<file path="src/rtl/tree_drainer.sv">
// tree_drainer: packs the sorted record stream into 2^P_LOG-record lines and writes
// them to line memory at sequential addresses, with flush, back-pressure and order check.
module tree_drainer #(
    parameter int P_LOG = 3,
    parameter int DATW  = 64,
    parameter int KEYW  = 32,
    parameter int M_LOG = 10
) (
    input  logic                     CLK,
    input  logic                     RST_X,
    input  logic [DATW-1:0]          DIN,
    input  logic                     DINEN,
    output logic                     DIN_RDY,
    input  logic                     FLUSH,
    output logic                     WE,
    output logic [M_LOG-1:0]         WADDR,
    output logic [(DATW<<P_LOG)-1:0] WDOT,
    input  logic                     WRDY,
    output logic [M_LOG:0]           LINE_CNT,
    output logic                     DONE,
    output logic                     ERR_ORDER
);
    localparam int LANES = 1 << P_LOG;
    localparam int LW    = DATW << P_LOG;

    typedef enum logic [1:0] {S_RUN, S_FLUSH, S_DONE} state_t;

    state_t           r_state;
    logic [LW-1:0]    r_pack, r_wdot, w_line, w_pad;
    logic [P_LOG-1:0] r_cnt;
    logic             r_full, r_out_v, r_live, r_done, r_err, r_have;
    logic [KEYW-1:0]  r_prev;
    logic [M_LOG-1:0] r_waddr;
    logic [M_LOG:0]   r_line_cnt;
    logic             w_acc, w_wacc, w_free, w_last, w_idle;

    // r_live keeps DIN_RDY low until the first edge after reset release
    assign DIN_RDY   = r_live && r_state == S_RUN && !(r_full && r_out_v);
    assign w_acc     = DINEN && DIN_RDY;
    assign w_wacc    = r_out_v && WRDY;
    assign w_free    = !r_out_v || w_wacc;
    assign w_last    = r_cnt == P_LOG'(LANES - 1);
    assign w_idle    = r_cnt == '0 && !r_full && w_free;
    assign WE        = r_out_v;
    assign WADDR     = r_waddr;
    assign WDOT      = r_wdot;
    assign LINE_CNT  = r_line_cnt;
    assign DONE      = r_done;
    assign ERR_ORDER = r_err;

    always_comb begin
        w_line = r_pack;
        w_line[r_cnt*DATW +: DATW] = DIN;
        w_pad = r_pack;
        for (int i = 0; i < LANES; i++)
            if (i >= int'(r_cnt)) w_pad[i*DATW +: DATW] = '1;
    end

    always_ff @(posedge CLK or negedge RST_X) begin
        if (!RST_X) begin
            r_state    <= S_RUN;
            r_pack     <= '0;
            r_wdot     <= '0;
            r_cnt      <= '0;
            r_full     <= 1'b0;
            r_out_v    <= 1'b0;
            r_live     <= 1'b0;
            r_done     <= 1'b0;
            r_err      <= 1'b0;
            r_have     <= 1'b0;
            r_prev     <= '0;
            r_waddr    <= '0;
            r_line_cnt <= '0;
        end else begin
            r_live <= 1'b1;
            r_done <= 1'b0;
            if (w_wacc) begin
                r_out_v <= 1'b0;
                r_waddr <= r_waddr + 1'b1;
                if (!r_line_cnt[M_LOG]) r_line_cnt <= r_line_cnt + 1'b1;
            end
            // a full line parked in the pack register follows the accepted one immediately
            if (r_full && w_wacc) begin
                r_wdot  <= r_pack;
                r_out_v <= 1'b1;
                r_full  <= 1'b0;
            end
            if (w_acc) begin
                r_cnt  <= r_cnt + 1'b1;
                r_prev <= DIN[KEYW-1:0];
                r_have <= 1'b1;
                if (r_have && DIN[KEYW-1:0] < r_prev) r_err <= 1'b1;
                if (w_last && w_free) begin
                    r_wdot  <= w_line;
                    r_out_v <= 1'b1;
                end else begin
                    r_pack <= w_line;
                    r_full <= w_last;
                end
            end
            if (r_state == S_RUN && FLUSH) begin
                r_state <= (!w_acc && w_idle) ? S_DONE : S_FLUSH;
                r_done  <= !w_acc && w_idle;
            end else if (r_state == S_FLUSH) begin
                if (r_cnt != '0 && !r_full && w_free) begin
                    r_wdot  <= w_pad;
                    r_out_v <= 1'b1;
                    r_cnt   <= '0;
                end else if (w_idle) begin
                    r_state <= S_DONE;
                    r_done  <= 1'b1;
                end
            end else if (r_state == S_DONE) begin
                r_state <= S_RUN;
                r_have  <= 1'b0;
            end
        end
    end
endmodule

</file>
<file path="config.mk">
export PLATFORM = sky130hd
export DESIGN_NAME = tree_drainer
export DESIGN_NICKNAME = d
export VERILOG_FILES = /design/src/rtl/tree_drainer.sv
export SDC_FILE = /design/constraint.sdc
export NUM_CORES = 2
export LEC_CHECK = 0
export ABC_AREA = 1
export BUFFER_PORTS_ARGS = -buffer_cell sky130_fd_sc_hd__buf_2
export CAP_MARGIN = 20
export CORE_ASPECT_RATIO = 2
export CORE_MARGIN = 1
export CORE_UTILIZATION = 25
export CTS_BUF_LIST = sky130_fd_sc_hd__clkbuf_4
export DETAILED_ROUTE_END_ITERATION = 6
export RECOVER_POWER = 25
export SLEW_MARGIN = 30
export SYNTH_ARGS = -nofsm -noshare
export SYNTH_HDL_FRONTEND = slang
export SYNTH_SLANG_ARGS = --single-unit
</file>
<file path="constraint.sdc">
create_clock -name CLK -period 3.9 [get_ports CLK]
set_input_delay 0.195 -clock CLK [delete_from_list [all_inputs] [get_ports CLK]]
set_output_delay 0.195 -clock CLK [all_outputs]
set_load 0.03 [all_outputs]
</file>
# Word level (Yosys, flattened, before mapping)
# Index checks and enable logic that the tools add are counted.
[word_totals]
output_inout_bits = 537
in_bits = 69
word_cells = 105
reg_bits = 1088
[op_classes]
reduce_logical = 27
add_sub_neg = 4
eq_ne = 5
n_bitwise = 2
n_shift = 2
muxes = 43
n_lt_le_gt_ge = 8
[ops]
columns = ["cell", "count"]
rows = [
  ["$mux W512", 6],
  ["$bwmux W512", 1],
  ["$shift A64 B34 Y512 const A", 1],
  ["$shiftx A64 B34 Y512", 1],
  ["$mux W64", 7],
  ["$neg A9 Y34", 1],
  ["$lt A32 B32 Y1", 1],
  ["$mux W1", 18],
  ["$logic_and A1 B1 Y1", 14],
  ["$mux W2", 6],
  ["$mux W3", 4],
  ["$add A11 B1 Y11 const B", 1],
  ["$mux W11", 1],
  ["$add A10 B1 Y10 const B", 1],
  ["$ge A3 B3 Y1 const A", 3],
  ["$ge A1 B3 Y1 const A", 2],
  ["$ge A2 B3 Y1 const A", 2],
  ["$ne A3 B3 Y1 const B", 2],
  ["$reduce_and A2 Y1", 3],
  ["$reduce_bool A3 Y1", 2],
  ["$logic_not A1 Y1", 4],
  ["$add A3 B1 Y3 const B", 1],
  ["$eq A3 B3 Y1 const B", 1],
  ["$logic_not A3 Y1", 1],
  ["other kinds (6)", 7],
]

# Depth between registers and ports, before layout
[depth]
depth_word = 8
depth_mapped = 14
ltp_nobuf = 13

# Least setup slack after synthesis
# No wires, ideal clock.
[synth_timing]
path_kind = "reg2reg"
start = "reg r_cnt[0]"
end = "reg r_wdot[327] (netlist: WDOT[327])"
t_arrival_ns = 2.568
setup_slack_ns = 1.206
synth_period_minus_slack_ns = 2.694
path_stages_with_launch = 13
cell_sequence = "dfrtp_1 > inv_2 > clkbuf_1 > ha_1 > ha_1 > clkbuf_1 > nor2_1 > nand2_2 > buf_2 > buf_2 > o21ai_0 > nor2_1 > a2bb2oi_1"
[synth_between]
elab_chain_cells = 8
elab_cells_between_ends = 16
[synth_rtl]
columns = ["element", "line_no", "rtl"]
rows = [
  ["start: declaration", "30", "logic [P_LOG-1:0] r_cnt;"],
  ["start signal: assignment", "89", "r_cnt <= r_cnt + 1'b1;"],
  ["$neg A9 Y34", "53", "w_line[r_cnt*DATW +: DATW] = DIN;"],
  ["$shiftx A64 B34 Y512 or $shift A64 B34 Y512 (tied branches)", "53", ""],
  ["$bwmux W512", "53", ""],
  ["$mux W512", "93", "if (w_last && w_free) begin"],
  ["$mux W512", "88", "if (w_acc) begin"],
  ["$mux W512", "105", "if (r_cnt != '0 && !r_full && w_free) begin"],
  ["$mux W512", "104", "end else if (r_state == S_FLUSH) begin"],
  ["$mux W512 *", "101", "if (r_state == S_RUN && FLUSH) begin"],
  ["end signal: assignment", "84", "r_wdot <= r_pack;"],
  ["end signal: assignment", "94", "r_wdot <= w_line;"],
  ["end signal: assignment", "106", "r_wdot <= w_pad;"],
  ["end: declaration", "29", "logic [LW-1:0] r_pack, r_wdot, w_line, w_pad;"],
]
# Mark *: on every way between the ends. The rest lies on a longest branch, timed or not.
# A chain may end at the register's enable or synchronous reset.

# Worst setup path after layout
[layout_timing]
start = "reg r_cnt[1]"
end = "reg r_wdot[430] (netlist: WDOT[430])"
# Same word-level chain as after synthesis.

==> reports/results.tsv <==
metric	value	unit
synth.yosys.warnings	0	
power_per_cell_area	862	nW/um^2
worstHoldStart	DIN[18]	
layout.area.seq	27200	sq um
htree_num_levels	5	
post_drt_wl_per_cell	22.7	um
drcViolationCount	6	
yosys-mux-area-fraction	0	%
core_area	222000	sq um
ff2ff_path_depth	12	
placed_wire_length_estimate_after_detailed_placement	173	mm
setup.worst_path.start_class	flip-flop	
grt_max_degree	239	
multi_input_comb_area	23900	sq um
synth_area_leaders	sky130_fd_sc_hd__dfrtp_1, sky130_fd_sc_hd__o21ai_0, sky130_fd_sc_hd__nand2_1, sky130_fd_sc_hd__a21oi_1, sky130_fd_sc_hd__inv_1	
grt-ovfl-total	0	
timing.critical_path.arrival	4.55	ns
post-synth-top-area-cell	sky130_fd_sc_hd__dfrtp_1	
irDropWorstVdd	0.709	mV
synthXorXnorAreaFrac	0.282	%
grt_antenna_before_repair	18	
timing.setup.critical_path_class	reg2reg	
num_io_pins	606	
cts.clk_slew.worst_paths	0.09	ns
first_pass_iters	7	
routed_vias_inst	4.94	
maximum_fanout_count_along_the_critical_path	19	
drive_gt1_share	17.3	%
synth_top_area_share	48.7	%
crit-reg2reg-capture	WDOT[430]	
place_congestion	0.881	
io_buffer_count	605	
tritoncts.num_buffers	290	
cts.sinks	1088	
totalWireLength	249	mm
required	4.90	ns
setup.reg_to_reg.worst_slack	0.35	ns
rows	245	
fill_cells	23800	
post-route-util	29.8	%
status	finished with violations	
drv_slew	226	
setup_repair_after_global_routing_missed_its_margin	no	
finalSetupViolCount	0	
synth_adder_area_share	0.941	%
max_cap_violations	5	
final.setup_skew	0.181	ns
fp.dieArea	225000	sq um
holdPathStages	4	
endpoint_kind	flip-flop	
ys_seq_elements	1088	
synth_cell_type_count	42	
fin_nets	7907	
gr-usage-all-layers	21.5	%
cts_max_path_buffers	4	
die_w	336	um
layout_worst_path_cycle_share	91.0	%
tightestPinTransition	1.96	ns
postSynthAreaPerCell	7.74	sq um
drt_iter0_markers	4502	
synth_enable_flop_cells	0	
main_combinational_cell_family_by_area_after_synthesis	compound AO/OA/AOI/OAI gates	
reg2reg_from	r_cnt[1]	
yosysSeqAreaShare	48.7	%
initial_utilization	25.1	%
grt_first_pass_wirelength	357	mm
synth_top_cells_by_count	sky130_fd_sc_hd__nand2_1, sky130_fd_sc_hd__o21ai_0, sky130_fd_sc_hd__dfrtp_1, sky130_fd_sc_hd__inv_1, sky130_fd_sc_hd__a21oi_1	
cts_root_buf	sky130_fd_sc_hd__clkbuf_4	
synth_cells	7215	
synth_top_flop_cell	sky130_fd_sc_hd__dfrtp_1	
synth_async_sr_flop_share	100	%
hold_violations	0	
final_antenna_net_count	0	
synth-compound-area-share	23.3	%
areaGrowthSynthToFinish	18.7	%
grt_pass1_vias	51900	
min_period	3.55	ns
postCtsResizedCells	0	
clk_latency	1.26	ns
worstHoldEndpoint	r_pack[274]	
static-leakage-power	0.0295	uW
slew_headroom	-30.8	%
synthMostInstantiatedCell	sky130_fd_sc_hd__nand2_1	
cts_tree	yes	
via_count	54000	
synthSimpleGateAreaFrac	18.0	%
failed_checks	design-rule violations, max-capacitance violations, max-slew violations	
floorplan.die.height	671	um
synth_fp_nets	7326	
final.setup.tns	0	ns
worst_hold_path_type	in2reg	
maxClockFrequency	282	MHz
synth.cell_area	55900	sq um
worst max-delay path, cell delays in order, from the launching register on:
cell                      delay, ns
sky130_fd_sc_hd__dfrtp_1       0.48
sky130_fd_sc_hd__inv_1         0.23
sky130_fd_sc_hd__ha_4          0.18
sky130_fd_sc_hd__ha_1          0.16
sky130_fd_sc_hd__inv_1         0.09
sky130_fd_sc_hd__nand3_1       0.18
sky130_fd_sc_hd__inv_2         0.07
sky130_fd_sc_hd__nand2_4       0.07
sky130_fd_sc_hd__nor2_1        0.09
sky130_fd_sc_hd__nor2_1        0.70
sky130_fd_sc_hd__inv_2         0.45
sky130_fd_sc_hd__buf_4         0.36
sky130_fd_sc_hd__a22oi_1       0.21
layer usage:
layer	wire, um	global-route usage, %	part of all wire, %
met1	95000	25.3	38
met2	110000	32.9	44
met3	24500	7.20	9.8
met4	19200	14.8	7.7
met5	82	0	0.033
power by group:
part	leakage, uW	total, uW	internal, uW	switching (uW)
sequential	0.0129	18200	15700	2470
combinational	0.0145	28600	8380	20200
clock	0.00207	10400	5160	5200
registers in the layout, indices dropped and copies added, names as in the netlist, 2 cells and up:
signal	count
r_pack	512
WDOT	512
LINE_CNT	11
r_prev	32
r_state	2
r_cnt	3
WADDR	10
metrics by stage:
| stage | hold slack (ns) | cell area, sq um | cells | total power [uW] | worst slack (ns) |
|---|---|---|---|---|---|
| 2_1_floorplan | -0.101 | 55900 | 7215 | 36700 | 1.21 |
| 3_3_place_gp | 0.273 | 61800 | 10400 | 45800 | 0.676 |
| 3_5_place_dp | 0.274 | 61900 | 10400 | 46700 | 0.561 |
| 4_1_cts | 0.000431 | 66400 | 10900 | 57500 | 0.402 |
| 5_1_grt | 0.0607 | 66300 | 10900 | 61300 | 0.203 |
| 6_report | 0.100 | 66300 | 10900 | 57200 | 0.351 |
placed cells by master (no fill, tap or decap), types with 15 or more instances in the layout:
master / count
sky130_fd_sc_hd__o21a_1: 125
sky130_fd_sc_hd__diode_2: 15
sky130_fd_sc_hd__or2_0: 56
sky130_fd_sc_hd__a22oi_1: 75
sky130_fd_sc_hd__nor2_1: 479
sky130_fd_sc_hd__or2_2: 186
sky130_fd_sc_hd__clkbuf_4: 408
sky130_fd_sc_hd__o21ai_1: 109
sky130_fd_sc_hd__o21ai_0: 1438
sky130_fd_sc_hd__buf_2: 604
sky130_fd_sc_hd__dfrtp_1: 1088
sky130_fd_sc_hd__nand2_1: 1515
sky130_fd_sc_hd__buf_4: 63
sky130_fd_sc_hd__nand3_1: 25
sky130_fd_sc_hd__a2bb2oi_1: 57
sky130_fd_sc_hd__inv_1: 641
sky130_fd_sc_hd__clkbuf_1: 18
sky130_fd_sc_hd__buf_12: 41
sky130_fd_sc_hd__nor3_1: 119
sky130_fd_sc_hd__dlygate4sd3_1: 108
sky130_fd_sc_hd__clkinv_1: 28
sky130_fd_sc_hd__ha_1: 41
sky130_fd_sc_hd__a21oi_1: 542
sky130_fd_sc_hd__inv_2: 21
sky130_fd_sc_hd__o211ai_1: 35
sky130_fd_sc_hd__a31oi_1: 39
repair_timing:
| action | 4_1_cts | 5_1_grt |
|---|---|---|
| setup buffers | 0 | 0 |
| endpoints found under the hold margin | 1486 | 0 |
| hold buffers | 109 | 0 |
cells by family (layout without fill, tap and decap cells):
kind of cell / after synthesis / in the layout
AND/OR/NAND/NOR: 2430 / 2430
AO/OA/AOI/OAI: 2427 / 2427
buffers and inverters: 1209 / 1957
flip-flops: 1088 / 1088
adder cells (fa/ha/maj): 42 / 42
XOR/XNOR: 18 / 18
other: 1 / 16
area by class of cell:
cell class / count / area share [%]
Antenna cell: 15 / 0.0566
Clock buffer: 408 / 4.62
Inverter: 655 / 3.73
Tap cell: 2964 / 5.59
Timing Repair Buffer: 843 / 8.39
Multi-Input combinational cell: 4918 / 36.0
Clock inverter: 51 / 0.549
Sequential cell: 1088 / 41.1
how the worst max path moves through the flow:
stage	startpoint	end	slack [ns]	cells past startpoint
2_1_floorplan	r_cnt[0]	WDOT[327]	1.21	12
3_3_place_gp	r_cnt[1]	WDOT[427]	0.68	12
3_5_place_dp	r_cnt[1]	WDOT[430]	0.56	12
4_1_cts	r_cnt[1]	WDOT[430]	0.40	12
5_1_grt	RST_X	r_prev[23]	0.20	4
6_report	r_cnt[1]	WDOT[430]	0.35	12
Power figures use the tool's default switching activity.
